===== src/rtl/debug_watch_ctrl_if.sv =====
// Signal bundle between the debug monitor and the board-level logic around it.
// The master drives controls and channels; the slave returns watch pointers and display.
interface debug_watch_ctrl_if #(
   parameter int DATA_W  = 32,
   parameter int NUM_CH  = 4,
   parameter int REG_NUM = 32,
   parameter int ADDR_W  = 32
);
   localparam int RW = (REG_NUM > 1) ? $clog2(REG_NUM) : 1;

   logic                     slow_sel;
   logic [1:0]               mode;
   logic                     step_btn;
   logic [NUM_CH-1:0]        ch_sel;
   logic [NUM_CH*DATA_W-1:0] ch_data;
   logic [RW-1:0]            reg_watch_num;
   logic [ADDR_W-1:0]        mem_watch_addr;
   logic [DATA_W-1:0]        disp_data;
   logic                     disp_upd;
   logic                     tick;

   modport master (
      output slow_sel, mode, step_btn, ch_sel, ch_data,
      input  reg_watch_num, mem_watch_addr, disp_data, disp_upd, tick
   );

   modport slave (
      input  slow_sel, mode, step_btn, ch_sel, ch_data,
      output reg_watch_num, mem_watch_addr, disp_data, disp_upd, tick
   );
endinterface


===== src/rtl/debug_watch_ctrl.sv =====
// Debug monitor: paced watch-pointer stepping and registered display channel mux.
// Pacing is a single-cycle enable on clk; no derived clock is generated.
module debug_watch_ctrl #(
   parameter int DATA_W    = 32,
   parameter int NUM_CH    = 4,
   parameter int REG_NUM   = 32,
   parameter int MEM_WORDS = 64,
   parameter int ADDR_W    = 32,
   parameter int ADDR_STEP = 4,
   parameter int DIV_FAST  = 24,
   parameter int DIV_SLOW  = 27,
   parameter int DEB_CYC   = 16
) (
   input logic                clk,
   input logic                reset,
   debug_watch_ctrl_if.slave  bus
);
   localparam int CW    = DIV_SLOW + 1;
   localparam int RW    = (REG_NUM > 1) ? $clog2(REG_NUM) : 1;
   localparam int DBW   = $clog2(DEB_CYC + 1);
   localparam logic [RW-1:0]     REG_LAST  = RW'(REG_NUM - 1);
   localparam logic [ADDR_W-1:0] ADDR_LAST = ADDR_W'((MEM_WORDS - 1) * ADDR_STEP);
   localparam logic [ADDR_W-1:0] ADDR_INC  = ADDR_W'(ADDR_STEP);
   localparam logic [DBW-1:0]    DEB_LAST  = DBW'(DEB_CYC - 1);

   logic [CW-1:0]     div_cnt;
   logic              fast_hit;
   logic              slow_hit;
   logic              tick_raw;
   logic              sync1;
   logic              sync2;
   logic              deb;
   logic              deb_q;
   logic [DBW-1:0]    deb_cnt;
   logic              step_pulse;
   logic              is_auto;
   logic              is_manual;
   logic              adv;
   logic              one_hot;
   logic [DATA_W-1:0] sel_word;
   logic [RW-1:0]     reg_num;
   logic [ADDR_W-1:0] mem_addr;
   logic [DATA_W-1:0] disp;
   logic              upd;

   // Free-running divider; the tick is decoded from its low bits.
   always_ff @(posedge clk) begin
      if (reset) div_cnt <= '0;
      else       div_cnt <= div_cnt + 1'b1;
   end

   // Tick decode: bit D set with all lower bits clear; reset masks it.
   always_comb begin
      fast_hit = div_cnt[DIV_FAST] && (div_cnt[DIV_FAST-1:0] == '0);
      slow_hit = div_cnt[DIV_SLOW] && (div_cnt[DIV_SLOW-1:0] == '0);
      tick_raw = (bus.slow_sel ? slow_hit : fast_hit) && !reset;
   end

   // Synchronise the button, then accept a level only after DEB_CYC stable cycles.
   always_ff @(posedge clk) begin
      if (reset) begin
         sync1   <= 1'b0;
         sync2   <= 1'b0;
         deb     <= 1'b0;
         deb_q   <= 1'b0;
         deb_cnt <= '0;
      end else begin
         sync1 <= bus.step_btn;
         sync2 <= sync1;
         deb_q <= deb;
         if (sync2 != deb) begin
            if (deb_cnt == DEB_LAST) begin
               deb     <= sync2;
               deb_cnt <= '0;
            end else begin
               deb_cnt <= deb_cnt + 1'b1;
            end
         end else begin
            deb_cnt <= '0;
         end
      end
   end

   // Advance source depends on mode; HOLD drops everything.
   always_comb begin
      step_pulse = deb && !deb_q;
      is_auto    = (bus.mode == 2'b00);
      is_manual  = (bus.mode == 2'b01);
      adv        = (is_auto && tick_raw) || (is_manual && step_pulse);
   end

   // Channel mux; zero or multi-hot select yields zero.
   always_comb begin
      sel_word = '0;
      one_hot  = (bus.ch_sel != '0) &&
                 ((bus.ch_sel & (bus.ch_sel - 1'b1)) == '0);
      for (int k = 0; k < NUM_CH; k++) begin
         if (bus.ch_sel[k]) sel_word = sel_word | bus.ch_data[k*DATA_W +: DATA_W];
      end
      if (!one_hot) sel_word = '0;
   end

   // Watch pointers step on each advance; disp_upd marks the new values.
   always_ff @(posedge clk) begin
      if (reset) begin
         reg_num  <= '0;
         mem_addr <= '0;
         upd      <= 1'b0;
      end else begin
         upd <= adv;
         if (adv) begin
            reg_num  <= (reg_num == REG_LAST) ? '0 : reg_num + 1'b1;
            mem_addr <= (mem_addr == ADDR_LAST) ? '0 : mem_addr + ADDR_INC;
         end
      end
   end

   // Display register follows the selected channel except while frozen in HOLD.
   always_ff @(posedge clk) begin
      if (reset)                    disp <= '0;
      else if (is_auto || is_manual) disp <= sel_word;
   end

   assign bus.tick           = tick_raw;
   assign bus.reg_watch_num  = reg_num;
   assign bus.mem_watch_addr = mem_addr;
   assign bus.disp_data      = disp;
   assign bus.disp_upd       = upd;
endmodule


===== src/flat_wrapper.sv =====
// flat-port wrapper written by rule: the top's interface ports become plain ports
module debug_watch_ctrl_flat 
#(
   parameter int DATA_W    = 32,
   parameter int NUM_CH    = 4,
   parameter int REG_NUM   = 32,
   parameter int MEM_WORDS = 64,
   parameter int ADDR_W    = 32,
   parameter int ADDR_STEP = 4,
   parameter int DIV_FAST  = 24,
   parameter int DIV_SLOW  = 27,
   parameter int DEB_CYC   = 16
)
  (clk, reset, bus_slow_sel, bus_mode, bus_step_btn, bus_ch_sel, bus_ch_data, bus_reg_watch_num, bus_mem_watch_addr, bus_disp_data, bus_disp_upd, bus_tick);
  debug_watch_ctrl_if #(.DATA_W(DATA_W), .NUM_CH(NUM_CH), .REG_NUM(REG_NUM), .ADDR_W(ADDR_W)) bus_i ();
  input logic clk;
  input logic reset;
  input wire logic [$bits(bus_i.slow_sel)-1:0] bus_slow_sel;
  input wire logic [$bits(bus_i.mode)-1:0] bus_mode;
  input wire logic [$bits(bus_i.step_btn)-1:0] bus_step_btn;
  input wire logic [$bits(bus_i.ch_sel)-1:0] bus_ch_sel;
  input wire logic [$bits(bus_i.ch_data)-1:0] bus_ch_data;
  output wire logic [$bits(bus_i.reg_watch_num)-1:0] bus_reg_watch_num;
  output wire logic [$bits(bus_i.mem_watch_addr)-1:0] bus_mem_watch_addr;
  output wire logic [$bits(bus_i.disp_data)-1:0] bus_disp_data;
  output wire logic [$bits(bus_i.disp_upd)-1:0] bus_disp_upd;
  output wire logic [$bits(bus_i.tick)-1:0] bus_tick;
  assign bus_i.slow_sel = bus_slow_sel;
  assign bus_i.mode = bus_mode;
  assign bus_i.step_btn = bus_step_btn;
  assign bus_i.ch_sel = bus_ch_sel;
  assign bus_i.ch_data = bus_ch_data;
  assign bus_reg_watch_num = bus_i.reg_watch_num;
  assign bus_mem_watch_addr = bus_i.mem_watch_addr;
  assign bus_disp_data = bus_i.disp_data;
  assign bus_disp_upd = bus_i.disp_upd;
  assign bus_tick = bus_i.tick;
  debug_watch_ctrl #(.DATA_W(DATA_W), .NUM_CH(NUM_CH), .REG_NUM(REG_NUM), .MEM_WORDS(MEM_WORDS), .ADDR_W(ADDR_W), .ADDR_STEP(ADDR_STEP), .DIV_FAST(DIV_FAST), .DIV_SLOW(DIV_SLOW), .DEB_CYC(DEB_CYC)) u_core (.clk(clk), .reset(reset), .bus(bus_i));
endmodule

===== config.mk =====
export PLATFORM = sky130hd
export DESIGN_NAME = debug_watch_ctrl_flat
export DESIGN_NICKNAME = d
export VERILOG_FILES = /design/src/rtl/debug_watch_ctrl_if.sv /design/src/rtl/debug_watch_ctrl.sv /design/src/flat_wrapper.sv
export SDC_FILE = /design/constraint.sdc
export NUM_CORES = 1
export LEC_CHECK = 0
export CAP_MARGIN = 20
export CORE_ASPECT_RATIO = 1.2
export CORE_MARGIN = 2
export CORE_UTILIZATION = 30
export CTS_CLUSTER_DIAMETER = 30
export DETAILED_ROUTE_END_ITERATION = 8
export GPL_ROUTABILITY_DRIVEN = 0
export GPL_TIMING_DRIVEN = 0
export PLACE_DENSITY = 0.57
export SETUP_SLACK_MARGIN = 0.4
export SYNTH_ARGS = -nofsm -noshare
export SYNTH_HDL_FRONTEND = slang
export SYNTH_SLANG_ARGS = --single-unit
export TNS_END_PERCENT = 10

===== constraint.sdc =====
create_clock -name clk -period 4.3 [get_ports clk]
set_clock_uncertainty 0.05 [all_clocks]
set_input_delay 0.43 -clock clk [delete_from_list [all_inputs] [get_ports clk]]
set_output_delay 0.43 -clock clk [all_outputs]
set_load 0.01 [all_outputs]

=== Word-level counts from Yosys, hierarchy flattened ===
Index checks and enable logic that the tools add are counted.

* Add/sub/neg operators: 5
* Equal/unequal tests: 5
* Muxes and demuxes: 8
* Bitwise gates (word level): 5
* Reduce and logical (&&, ||, !) cells: 18

{| class="wikitable"
|+ Operators by type and width
! kind !! number
|-
| two-way mux 32 bit || 6
|-
| OR 32 bit || 3
|-
| adder 32 x 3 -> 32 bit, second input constant || 1
|-
| == test 32 x 8 -> 1 bit, second input constant || 1
|-
| adder 28 x 1 -> 28 bit, second input constant || 1
|-
| logical NOT 27 bit || 1
|-
| logical NOT 24 bit || 1
|-
| adder 5 x 1 -> 5 bit, second input constant || 2
|-
| logical AND 1 bit || 7
|-
| == test 5 x 4 -> 1 bit, second input constant || 1
|-
| == test 5 bit, second input constant || 1
|-
| two-way mux 5 bit || 1
|-
| AND 4 bit || 1
|-
| logical NOT 4 bit || 1
|-
| nonzero test 4 bit || 1
|-
| subtractor 4 x 1 -> 4 bit, second input constant || 1
|-
| OR reduction 3 bit || 1
|-
| == test 2 x 1 -> 1 bit, second input constant || 1
|-
| logical NOT 1 bit || 2
|-
| logical NOT 2 bit || 1
|-
| logical OR 1 bit || 2
|-
| AND reduction 2 bit || 1
|-
| two-way mux 1 bit || 1
|-
| != test 1 bit || 1
|-
| NOT 1 bit || 1
|}

* Register bits after elaboration: 107
* Input port bits: 138
* Output and inout bits: 71

=== Longest topological paths before layout ===
* Depth in word-level cells: 8
* Gate-level depth with buffers: 10
* Depth with buffers taken out: 8

=== Least setup slack after synthesis ===
OpenSTA, ideal clock, no wires.

* Kind: register -> register
* From: register u_core.div_cnt[0]
* To: register u_core.mem_addr[3] (netlist: u_core.bus.mem_watch_addr[3])
* Library setup time: 71 ps
* Data arrival time: 1951 ps
* Data required time: 4179 ps
* Slack: 2228 ps
* Cell stages (with the launch flop): 11
* Path buffers: 2
* Clock period less this slack: 2072 ps
* Cell sequence: dfxtp_1 -> inv_1 -> ha_1 -> nor4b_2 -> nand3_1 -> nor4b_2 -> buf_4 -> nor2_4 -> buf_6 -> or3b_1 -> a21oi_1

* Longest elaborated chain between the ends: 6

{| class="wikitable"
|+ RTL lines
! item !! RTL line !! text
|-
| start, declared || debug_watch_ctrl.sv:26 || <nowiki>logic [CW-1:0] div_cnt;</nowiki>
|-
| start signal, assigned || debug_watch_ctrl.sv:49 || <nowiki>else div_cnt <= div_cnt + 1'b1;</nowiki>
|-
| logical NOT 27 bit or logical NOT 24 bit (tied branches) || debug_watch_ctrl.sv:55, debug_watch_ctrl.sv:54 ||
|-
| logical AND 1 bit (on tied branches) || debug_watch_ctrl.sv:55, debug_watch_ctrl.sv:54 ||
|-
| two-way mux 1 bit * || debug_watch_ctrl.sv:56 || <nowiki>tick_raw = (bus.slow_sel ? slow_hit : fast_hit) && !reset;</nowiki>
|-
| logical AND 1 bit * || debug_watch_ctrl.sv:56 ||
|-
| logical AND 1 bit * || debug_watch_ctrl.sv:89 || <nowiki>adv = (is_auto && tick_raw) || (is_manual && step_pulse);</nowiki>
|-
| logical OR 1 bit * || debug_watch_ctrl.sv:89 ||
|-
| end signal, assigned || debug_watch_ctrl.sv:113 || <nowiki>mem_addr <= (mem_addr == ADDR_LAST) ? '0 : mem_addr + ADDR_INC;</nowiki>
|-
| end, declared || debug_watch_ctrl.sv:42 || <nowiki>logic [ADDR_W-1:0] mem_addr;</nowiki>
|}

Mark *: on every way between the ends. The rest lies on a longest branch, timed or not.
A chain may end at the register's enable or synchronous reset.

=== Worst setup path in the final report ===
* From: register u_core.div_cnt[0]
* To: output bus_tick

* Longest elaborated chain between the ends: 4

{| class="wikitable"
|+ RTL lines
! item !! RTL line !! text
|-
| logical NOT 27 bit or logical NOT 24 bit (tied branches) || debug_watch_ctrl.sv:55, debug_watch_ctrl.sv:54 ||
|-
| logical AND 1 bit (on tied branches) || debug_watch_ctrl.sv:55, debug_watch_ctrl.sv:54 ||
|-
| two-way mux 1 bit * || debug_watch_ctrl.sv:56 ||
|-
| logical AND 1 bit * || debug_watch_ctrl.sv:56 ||
|-
| end, declared || flat_wrapper.sv:27 || <nowiki>output wire logic [$bits(bus_i.tick)-1:0] bus_tick;</nowiki>
|}

Marked as above.

==> summary.md <==
| Metric | Value |
|---|---|
| Root buf cell | clkbuf_16 |
| DR pass1 iterations | 5 |
| Vias in the first global route | 5403 |
| Net Sw Power | 0.501 mW |
| Max-Slew Margin vs Limit | 45.3% |
| Row cnt | 52 |
| Number of I/O port buffers | 201 |
| Starting Density | 30.7% |
| Die area | 18300 sq um |
| Reg clk slew, reported paths | 70 ps |
| Crit path max-delay family | buffers and inverters |
| Clock Tree Buf Depth | 2 |
| Cell chain of the critical path | inv_1, ha_1, nor4b_2, nand3_1, nor3_1, clkdlybuf4s50_1 |
| Critical Path Slowest Stage Cell | clkdlybuf4s50_1 |
| Commonest cells after routing, fill and taps aside | clkdlybuf4s50_1 (201), dfxtp_1 (105), a22oi_1 (96), nor2_1 (91), nand2_1 (44) |
| CTS HTree Levels | 3 |
| Tot GR Track Use | 19.4% |
| Via density per instance | 5.15 |
| Clock group share of total power | 39.7% |
| Post-synth cell types | 43 |
| Non-Filler Instances | 1049 |
| Status | finished clean |
| Fillers | 1649 |
| Worst setup SP type | flip-flop |
| Antenna violations before repair | 0 |
| Max cap viols | 0 |
| Core area | 16900 sq um |
| Number of stages on the worst setup path | 6 |
| Share of layout cells above drive strength 1 | 4.68% |
| Total placed cells including tap cells | 1033 |
| ANT cells | 0 |
| Setup Fix Bufs, Post-CTS | 0 |
| Hold path cells | 1 |
| Switching part of the total | 23.1% |
| DRT antenna net count | 0 |
| Period utilisation layout | 61.3% |
| Synth Warn # | 0 |
| Final #Nets | 974 |
| Detailed placer's ending HPWL | 14000 um |
| Combinational power share | 14.2% |
| Final Util | 46.1% |
| Slew Limit Fails | 0 |
| Commonest non-fill, non-tap cell in the layout | clkdlybuf4s50_1 |
| CP Class | reg -> out |
| Unrepaired setup endpoints after global routing | false |
| Least-Margin Pin Slew | 813 ps |
| Pleak | 2.81 nW |
| Grt ovf | 0 |
| Post-synth EDFFs | 0 |
| First-pass GRT wire length | 28000 um |
| Pwr Total | 2.17 mW |
| Die height | 148 um |
| Ys flop type | dfxtp_1 |
| WL/cell | 16.8 um |
| Setup TNS | 0 ps |
| Final wirelength | 17700 um |
| Area delta synth->final | 50.2% |
| R2R depth | 10 |
| Cts repair resizes | 0 |
| Worst min path class | reg -> reg |
| Crit-path max FO | 6 |
| Peak supply drop | 0.165 mV |
| CTS Buf Count | 9 |
| Final hold violations | 0 |
| CTS tree | yes |
| Sequential share of power | 46.1% |
| Yosys reg bits | 105 |
| I/O pin count | 209 |
| Final setup vio count | 0 |
| Clock sinks | 105 |
| CP required | 3820 ps |
| Post-synth ARST share | 0% |
| CP arrival | 2150 ps |
| Min cycle time layout | 2630 ps |
| Synthesized cell area | 5170 sq um |
| CP bufs+invs | 2 |
| Register area share after synthesis | 40.6% |
| Vias | 5406 |
| Initial DRC Count | 303 |
| Largest net degree at the start of global routing | 17 |
| Hold-fix buffers, CTS | 0 |
| Post-Syn Area per Cell | 8.41 sq um |
| CP endpoint kind | output port |
| Syn Inst Count | 615 |
| Internal power | 1.67 mW |
| Fmax | 380 MHz |
| Clk_lat worst skew | 340 ps |
| Die Wd | 124 um |
| DRC | 0 |
| PD cells | 280 nW/um^2 |
| CP peak stage delay | 600 ps |
## registers in the layout, summed over array words and instances, names as in the netlist
signal                     cells
u_core.div_cnt                28
u_core.sync1                   1
u_core.bus.disp_upd            1
u_core.deb_cnt                 5
u_core.deb                     1
u_core.bus.reg_watch_num       5
u_core.bus.mem_watch_addr     30
u_core.sync2                   1
u_core.deb_q                   1
u_core.bus.disp_data          32
## area by class of cell
class / instances / area, sq um / area share [%]
Tap cell: 216 / 270 / 3.48
Clock buffer: 9 / 225 / 2.90
Timing Repair Buffer: 201 / 2010 / 25.9
Buffer: 45 / 215 / 2.77
Inverter: 16 / 60.1 / 0.773
Sequential cell: 105 / 2100 / 27.0
Clock inverter: 7 / 85.1 / 1.09
Multi-Input combinational cell: 450 / 2800 / 36.0
## metrics by stage
stage,hold slack (ps),setup WS (ps),area [sq um]
final,407,1670,7770
after global routing,437,1550,7770
after CTS,411,1630,7770
after detailed placement,401,1530,7460
after global placement,378,1550,7460
after floorplan,364,2230,5180
## cell families after synthesis
logic type                 after synthesis  share of synthesized area (%)
other                                    1                         0.0725
adders and majority gates                8                           1.93
AOI/OAI and AO/OA                      154                           20.9
xor gates and xnor gates                45                           7.62
DFF                                    105                           40.6
and+or+nand+nor                        238                           22.9
muxes                                    3                          0.580
buffers and inverters                   61                           5.32
## cell usage after synthesis, drive strengths merged (4+ instances only)
cell type	instances	area share [%]
xor2	27	4.6
clkbuf	30	2.2
a21oi	19	1.8
and2	4	0.48
and3	8	0.97
o2111ai	7	1.2
xnor2	18	3.0
nor2b	6	0.73
buf	15	1.9
a22oi	96	14
o21ai	17	1.6
ha	8	1.9
dfxtp	105	41
nand4	10	1.2
o211ai	11	1.8
inv	16	1.2
nand2	44	3.2
nor4	14	2.1
nand3	21	2.0
or3	15	1.8
nor3	6	0.58
or4	6	0.87
nor2	92	6.8
## power groups by stage
| stage | clock network [mW] | logic (mW) | registers (mW) |
|---|---|---|---|
| floorplan | 0 | 0.110 | 1.03 |
| global placement | 0 | 0.306 | 1.02 |
| detailed placement | 0 | 0.309 | 1.02 |
| CTS | 0.886 | 0.310 | 1.00 |
| global route | 0.923 | 0.335 | 1.00 |
| finish | 0.863 | 0.309 | 1.00 |
## final timing paths
path / startpoint / end / slack [ps]
max reg2reg: u_core.div_cnt[0] / u_core.bus.mem_watch_addr[13] / 1860
max: u_core.div_cnt[0] / bus_tick / 1670
min reg2reg: u_core.deb_cnt[0] / u_core.deb_cnt[0] / 410
min: u_core.deb_cnt[0] / u_core.deb_cnt[0] / 410
## layer usage
| layer | part of all wire, % | track usage (%) | wire length (um) | up-vias |
|---|---|---|---|---|
| li1 | - | - | - | 2644 |
| met1 | 42 | 23.7 | 7380 | 2551 |
| met2 | 50 | 33.6 | 8800 | 181 |
| met3 | 5.9 | 4.13 | 1040 | 30 |
| met4 | 2.5 | 6.57 | 436 | 0 |
| met5 | 0 | 0 | 0 | - |
Note: power is estimated with default switching activity, not from simulation.
